### src/rtl/frame_write_fsm.sv
// rtl/frame_write_fsm.sv - ping-pong frame bank write sequencer fed by a valid/ready word source
//
// Purpose: after start_data_FSM, pulls WORDS_PER_FRAME words per frame from the
// upstream source and writes them into the bank not being displayed. Each
// switch_mode pulse moves on to the next frame and toggles the write bank. A
// swap that arrives before the frame is complete drops that frame and raises
// underrun.
//
// Optional feature: define LOOP_VIDEO_EN to restart at frame 0 after the last
// frame instead of stopping in the terminal END state.
//
// Ports:
//   CLK_40          in   clock
//   reset           in   synchronous, active-high
//   start_data_FSM  in   pulse, (re)starts the video from frame 0
//   switch_mode     in   pulse, bank swap
//   src_data/src_valid/src_ready   upstream word handshake
//   wr_en_b1/wr_en_b2/wr_addr/wr_data  bank write port (one cycle after handshake)
//   frame_done      out  pulse with the last write of a frame
//   underrun        out  pulse, swap arrived before frame completion
//   video_end       out  level, all frames loaded
//   frame_idx       out  frame currently being loaded
module frame_write_fsm #(
    parameter int DATA_W          = 8,
    parameter int ADDR_W          = 16,
    parameter int WORDS_PER_FRAME = 60000,
    parameter int NUM_FRAMES      = 6572,
    parameter int FRAME_W         = 13
) (
    input  logic               CLK_40,
    input  logic               reset,
    input  logic               start_data_FSM,
    input  logic               switch_mode,
    input  logic [DATA_W-1:0]  src_data,
    input  logic               src_valid,
    output logic               src_ready,
    output logic               wr_en_b1,
    output logic               wr_en_b2,
    output logic [ADDR_W-1:0]  wr_addr,
    output logic [DATA_W-1:0]  wr_data,
    output logic               frame_done,
    output logic               underrun,
    output logic               video_end,
    output logic [FRAME_W-1:0] frame_idx
);

    typedef enum logic [1:0] {
        S_IDLE,
        S_LOAD,
        S_DONE,
        S_END
    } state_t;

    localparam logic [ADDR_W-1:0]  LAST_WORD  = ADDR_W'(WORDS_PER_FRAME - 1);
    localparam logic [FRAME_W-1:0] LAST_FRAME = FRAME_W'(NUM_FRAMES - 1);

    state_t             state, state_n;
    logic [ADDR_W-1:0]  word_cnt, word_cnt_n;
    logic [FRAME_W-1:0] frame_idx_n;
    // 1 selects bank 1, 0 selects bank 2 (the bank written first after a start)
    logic               wr_sel_b1, wr_sel_b1_n;

    logic hs;
    logic last_word;
    logic last_frame;
    logic do_advance;

    assign src_ready  = (state == S_LOAD);
    assign video_end  = (state == S_END);
    assign hs         = src_ready & src_valid;
    assign last_word  = (word_cnt == LAST_WORD);
    assign last_frame = (frame_idx == LAST_FRAME);
    // Swap only matters while a video is being loaded, and a simultaneous
    // start request takes priority over it.
    assign do_advance = switch_mode & ~start_data_FSM &
                        ((state == S_LOAD) | (state == S_DONE));

    always_ff @(posedge CLK_40) begin
        if (reset) begin
            state     <= S_IDLE;
            word_cnt  <= '0;
            frame_idx <= '0;
            wr_sel_b1 <= 1'b0;
        end else begin
            state     <= state_n;
            word_cnt  <= word_cnt_n;
            frame_idx <= frame_idx_n;
            wr_sel_b1 <= wr_sel_b1_n;
        end
    end

    always_comb begin
        state_n     = state;
        word_cnt_n  = word_cnt;
        frame_idx_n = frame_idx;
        wr_sel_b1_n = wr_sel_b1;
        if (start_data_FSM) begin
            state_n     = S_LOAD;
            word_cnt_n  = '0;
            frame_idx_n = '0;
            wr_sel_b1_n = 1'b0;
        end else if (do_advance) begin
            // Covers the normal swap from DONE, the aborted frame in LOAD,
            // and a swap coinciding with the last-word handshake.
            word_cnt_n = '0;
            if (last_frame) begin
`ifdef LOOP_VIDEO_EN
                state_n     = S_LOAD;
                frame_idx_n = '0;
                wr_sel_b1_n = ~wr_sel_b1;
`else
                state_n     = S_END;
`endif
            end else begin
                state_n     = S_LOAD;
                frame_idx_n = frame_idx + 1'b1;
                wr_sel_b1_n = ~wr_sel_b1;
            end
        end else if (hs) begin
            if (last_word) begin
                state_n    = S_DONE;
                word_cnt_n = '0;
            end else begin
                word_cnt_n = word_cnt + 1'b1;
            end
        end
    end

    // Write port and pulse outputs, one cycle behind the handshake. A word
    // accepted in the same cycle as a restart or swap is still written to the
    // bank that was selected when it was accepted.
    always_ff @(posedge CLK_40) begin
        if (reset) begin
            wr_en_b1   <= 1'b0;
            wr_en_b2   <= 1'b0;
            wr_addr    <= '0;
            wr_data    <= '0;
            frame_done <= 1'b0;
            underrun   <= 1'b0;
        end else begin
            wr_en_b1   <= hs & wr_sel_b1;
            wr_en_b2   <= hs & ~wr_sel_b1;
            frame_done <= hs & last_word;
            underrun   <= switch_mode & ~start_data_FSM & (state == S_LOAD) &
                          ~(hs & last_word);
            if (hs) begin
                wr_addr <= word_cnt;
                wr_data <= src_data;
            end else begin
                wr_addr <= '0;
                wr_data <= '0;
            end
        end
    end

endmodule

### config.mk
export PLATFORM = sky130hd
export DESIGN_NAME = frame_write_fsm
export DESIGN_NICKNAME = d
export VERILOG_FILES = /design/src/rtl/frame_write_fsm.sv
export SDC_FILE = /design/constraint.sdc
export NUM_CORES = 1
export LEC_CHECK = 0
export ABC_CLOCK_PERIOD_IN_PS = 2450
export BUFFER_PORTS_ARGS = -buffer_cell sky130_fd_sc_hd__buf_2
export CORE_ASPECT_RATIO = 1.5
export CORE_MARGIN = 2
export CORE_UTILIZATION = 43
export CTS_CLUSTER_SIZE = 8
export DETAILED_ROUTE_END_ITERATION = 6
export PLACE_DENSITY_LB_ADDON = 0.25
export REMOVE_ABC_BUFFERS = 1
export SYNTH_ARGS = -nofsm -noshare
export SYNTH_HDL_FRONTEND = slang
export SYNTH_SLANG_ARGS = --single-unit
### constraint.sdc
create_clock -name CLK_40 -period 2.45 [get_ports CLK_40]
set_input_delay 0.1225 -clock CLK_40 [delete_from_list [all_inputs] [get_ports CLK_40]]
set_output_delay 0.1225 -clock CLK_40 [all_outputs]
set_load 0.02 [all_outputs]
Yosys cells after proc, flatten, opt, wreduce, memory -nomap -nowiden:

Index checks and enable logic that the tools add are counted.

* register bits after elaboration: 60
* input bits: 13

* add/sub/neg operators: 2
* equal/unequal tests: 5
* multiplexer cells: 6
* bitwise gates (word level): 14
* reductions and logical operators: 10

Operators with widths (count)
* adder 16 x 1 -> 16 bit, second input constant: 1
* == test 16 bit, second input constant: 1
* 2-to-1 mux 16 bit: 1
* adder 13 x 1 -> 13 bit, second input constant: 1
* == test 13 bit, second input constant: 1
* bitwise AND 1 bit: 8
* 2-to-1 mux 2 bit: 4
* AND reduction 2 bit: 3
* nonzero test 3 bit: 2
* NOT 1 bit: 5
* == test 2 bit, second input constant: 2
* nonzero test 2 bit: 2
* OR reduction 2 bit: 2
* OR reduction 3 bit: 1
* == test 2 x 1 -> 1 bit, second input constant: 1
* 2-to-1 mux 1 bit: 1
* OR 1 bit: 1

Longest topological paths before layout:

* depth after elaboration: 5
* gate-level depth with buffers: 6
* depth with buffers taken out: 6

Least setup slack after synthesis:

No wires, ideal clock.

* kind: register -> register
* start: reg state[0]
* end: reg word_cnt[14]
* library setup time: 71 ps
* arrival: 1788 ps
* setup slack: 591 ps
* cell stages (with the launch flop): 6
* clock period less this slack: 1859 ps
* cells stage by stage: dfxtp_1 -> ha_1 -> nand4_4 -> or3_1 -> or3_1 -> a21oi_1

* word-level cells in the longest chain between the ends: 4
* elaborated cells between the ends (all ways): 6
* classes of those cells: eq/ne: 2; bitwise: 3; reduce/logical: 1

Ends and longest elaborated chain
* start, declared: RTL line 57 `state_t state, state_n;`
* start signal, assigned: RTL line 85 `state <= state_n;`
* == test 2 x 1 -> 1 bit *: RTL line 68 `assign src_ready = (state == S_LOAD);`
* via src_ready: RTL line 36 `output logic src_ready,`
* OR 1 bit: RTL line 76 `((state == S_LOAD) | (state == S_DONE));`
* bitwise AND 1 bit: RTL line 75 `assign do_advance = switch_mode & ~start_data_FSM &`
* OR reduction 3 bit (no line)
* end signal, assigned: RTL line 86 `word_cnt <= word_cnt_n;`
* end, declared: RTL line 58 `logic [ADDR_W-1:0] word_cnt, word_cnt_n;`

The timed path passes the listed nets; every way through them passes the cells marked *.
A chain may end at the register's enable or synchronous reset.

Final worst setup path:

* start: reg state[0]
* end: reg word_cnt[15]

* word-level cells in the longest chain between the ends: 4
* elaborated cells between the ends (all ways): 6
* classes of those cells: eq/ne: 2; bitwise: 3; reduce/logical: 1

Ends and longest elaborated chain (RTL line)
* == test 2 x 1 -> 1 bit or == test 2 bit (tied branches): 68, 76
* OR 1 bit: 76
* bitwise AND 1 bit: 75
* OR reduction 3 bit (no line)

Several ways; a longest one is shown, not always the timed one.

==> summary.txt <==
run status -> completed
# setup viols final -> 0
Overall Power -> 2.13 mW
number of cells after detailed placement -> 359
highest-delay cell along the critical path -> nor4_1
maximum number of pins on one net before global-route repair -> 23
number of failing hold endpoints at the final stage -> 0
Fin Setup TNS -> 0 ns
crit path time final -> 1.92 ns
Worst Path Arrival -> 2.13 ns
area overhead of the layout relative to synthesis -> 28.4%
VDD IR-drop max -> 0.345 mV
routed wire length -> 4750 um
part of the cycle the worst path needs -> 0.782
clock skew -> 0.00815 ns
dpl cell area -> 2680 um2
sequential fraction of the synthesis area -> 0.515
CTS tree -> built
CP Buf/Inv Count -> 0
final core occ -> 0.576
maximum achievable frequency -> 522 MHz
leading register cell type out of synthesis -> dfxtp_1
Worst Setup Start Kind -> register
hold_ws -> 0.0582 ns
type of the most critical hold path -> input pin to register
Worst Setup Slack, final -> 0.534 ns
total routing usage reported by global routing -> 0.175
mean instance size in the synthesized netlist -> 9.72 um2
number of cell rows -> 32
level count of the clock H-tree -> 3
kind of end point of the critical path -> register
leftover overflow at the end of global routing -> 0
total leakage power -> 1.23 nW
average wire length per cell after detail routing -> 12.4 um
required time of the critical path -> 2.66 ns
most frequent cells in the layout -> dfxtp_1 (60), buf_2 (55), and2_1 (25)
wire length of the first global-routing pass -> 8090 um
critical path fanouts, max -> 8
Relative slew margins -> 0.578
netlist area before placement -> 2330 um2
TritonRoute pass-1 iters -> 5
total core area -> 5200 um2
RSZ-0062 raised after global routing -> no
Ports -> 56
max-cap violations -> 0
via count of the first global-routing pass -> 1787
power per cell area -> 712 nW/um2
count of instances resized after the clock tree is built -> 0
ANT cells -> 0
Worst Max-Slew Pin Slew -> 0.628 ns
flops & latches, synth -> 60
async set-reset flop share out of synthesis -> 0
initial antenna violation count -> 0
root buffer selected by CTS -> clkbuf_8
Worst Path Class, Setup -> register to register
DR DRC count -> 0
family of cells with the greatest summed delay on the critical path -> simple AND/OR/NAND/NOR gates
count of buffers from port buffering -> 55
number of max-slew violations in the final report -> 0
worst slack after detailed placement -> 0.551 ns
Starting Density -> 0.448
CP cell instances -> ha_1, nand4_4, nor4_1, a31o_2, a21oi_1
number of warnings printed during yosys synthesis -> 0
floorplan die width -> 64.2 um
maximum clock insertion buffer count -> 2
Die Y-Extent -> 94.2 um
non-filler cells in the finished layout -> 382
gate count after technology mapping -> 240
most common library cell in the layout ignoring fill and taps -> dfxtp_1
First DRT Iteration DRCs -> 62
layout cells sized above 1 -> 0.255
die outline area -> 6040 um2
RD Place Congestion -> 0.810
Worst path max stage delay -> 0.60 ns
via count -> 1917
HPWL after DPL -> 3330 um
later-pin clock latency in the skew report -> 0.33 ns
number of nets in the finished design -> 327
number of buffers created by CTS -> 9
clock slew at the register clock pins of the worst setup and hold paths -> 0.06 ns
detailed-route vias per instance -> 5.02
Num Clock Sinks -> 60
Post-Layout Inst Area -> 3000 um2
Post-synth EDFFs -> 0
number of nets still failing antenna checks after routing -> 0
Unique masters post-synth -> 39
-- area by class of cell --
cell class | count | area [um2]
fillers | 476 | 2210
repair buffers | 66 | 378
flip-flops and latches | 60 | 1200
well taps | 68 | 85.1
inverters | 4 | 15.0
clock inverters | 4 | 97.6
clock buffers | 11 | 141
multi-input cells | 169 | 1080
-- Yosys cell counts, drive strengths merged (2+ instances only) --
master	number	area share
or2	2	0.0054
xor2	8	0.030
nor3	6	0.013
xnor2	10	0.038
ha	4	0.021
nand4	8	0.028
o21ai	7	0.015
clkbuf	4	0.0064
and2	25	0.067
mux2i	3	0.013
o31ai	2	0.0086
inv	4	0.0064
a21oi	9	0.019
buf	3	0.010
dfxtp	60	0.51
nand3	11	0.024
nor2	23	0.037
nor4	6	0.016
nand2	18	0.029
and3	2	0.0054
and4	2	0.0075
or3	10	0.027
-- registers in the layout, indices dropped and copies added (netlist names) --
signal      count
frame_done      1
frame_idx      13
state           2
underrun        1
word_cnt       16
wr_addr        16
wr_data         8
wr_en_b1        1
wr_en_b2        1
wr_sel_b1       1
-- worst reg2reg max path, delay by kind of cell, from the launching register on --
family | cells | cell delay (ns)
simple gates | 2 | 0.79
fa+ha+maj | 1 | 0.35
compound gates | 2 | 0.29
flops | 1 | 0.37
-- layer usage --
| layer | share of wire | track usage | vias to the layer above |
|---|---|---|---|
| met5 | 0 | 0 | - |
| met4 | 0.016 | 0.0887 | 0 |
| met3 | 0.045 | 0.0624 | 8 |
| met2 | 0.53 | 0.303 | 40 |
| met1 | 0.41 | 0.185 | 894 |
| li1 | - | - | 975 |
-- repair_timing --
item	in CTS	in global routing
hold buffers	8	0
buffers inserted	0	0
hold endpoints to repair	8	0
-- where the power goes --
| group | switching [mW] | leakage [nW] | internal [mW] |
|---|---|---|---|
| registers | 0.00410 | 0.484 | 0.983 |
| clock network | 0.365 | 0.116 | 0.698 |
| logic | 0.0490 | 0.635 | 0.0350 |
-- path summary, 6_finish.rpt --
| path | startpoint | end | slack [ns] | cells past startpoint |
|---|---|---|---|---|
| setup / recovery | state[0]$_SDFFE_PP0P_ | word_cnt[15]$_SDFFE_PP0P_ | 0.53 | 5 |
| setup reg to reg | state[0]$_SDFFE_PP0P_ | word_cnt[15]$_SDFFE_PP0P_ | 0.53 | 5 |
| hold / removal | switch_mode | underrun$_SDFF_PP0_ | 0.06 | 3 |
| hold reg to reg | wr_sel_b1$_SDFFE_PP0P_ | wr_en_b2$_SDFF_PP0_ | 0.49 | 1 |
-- kinds of logic after synthesis --
group                      Yosys count  synth area share
and+or+nand+nor                    122             0.295
buffers and inverters               11            0.0231
adders and majority gates            4            0.0214
muxes                                3            0.0129
AOI/OAI and AO/OA                   22            0.0649
DFF                                 60             0.515
xor gates and xnor gates            18            0.0676
Power figures use the tool's default switching activity.
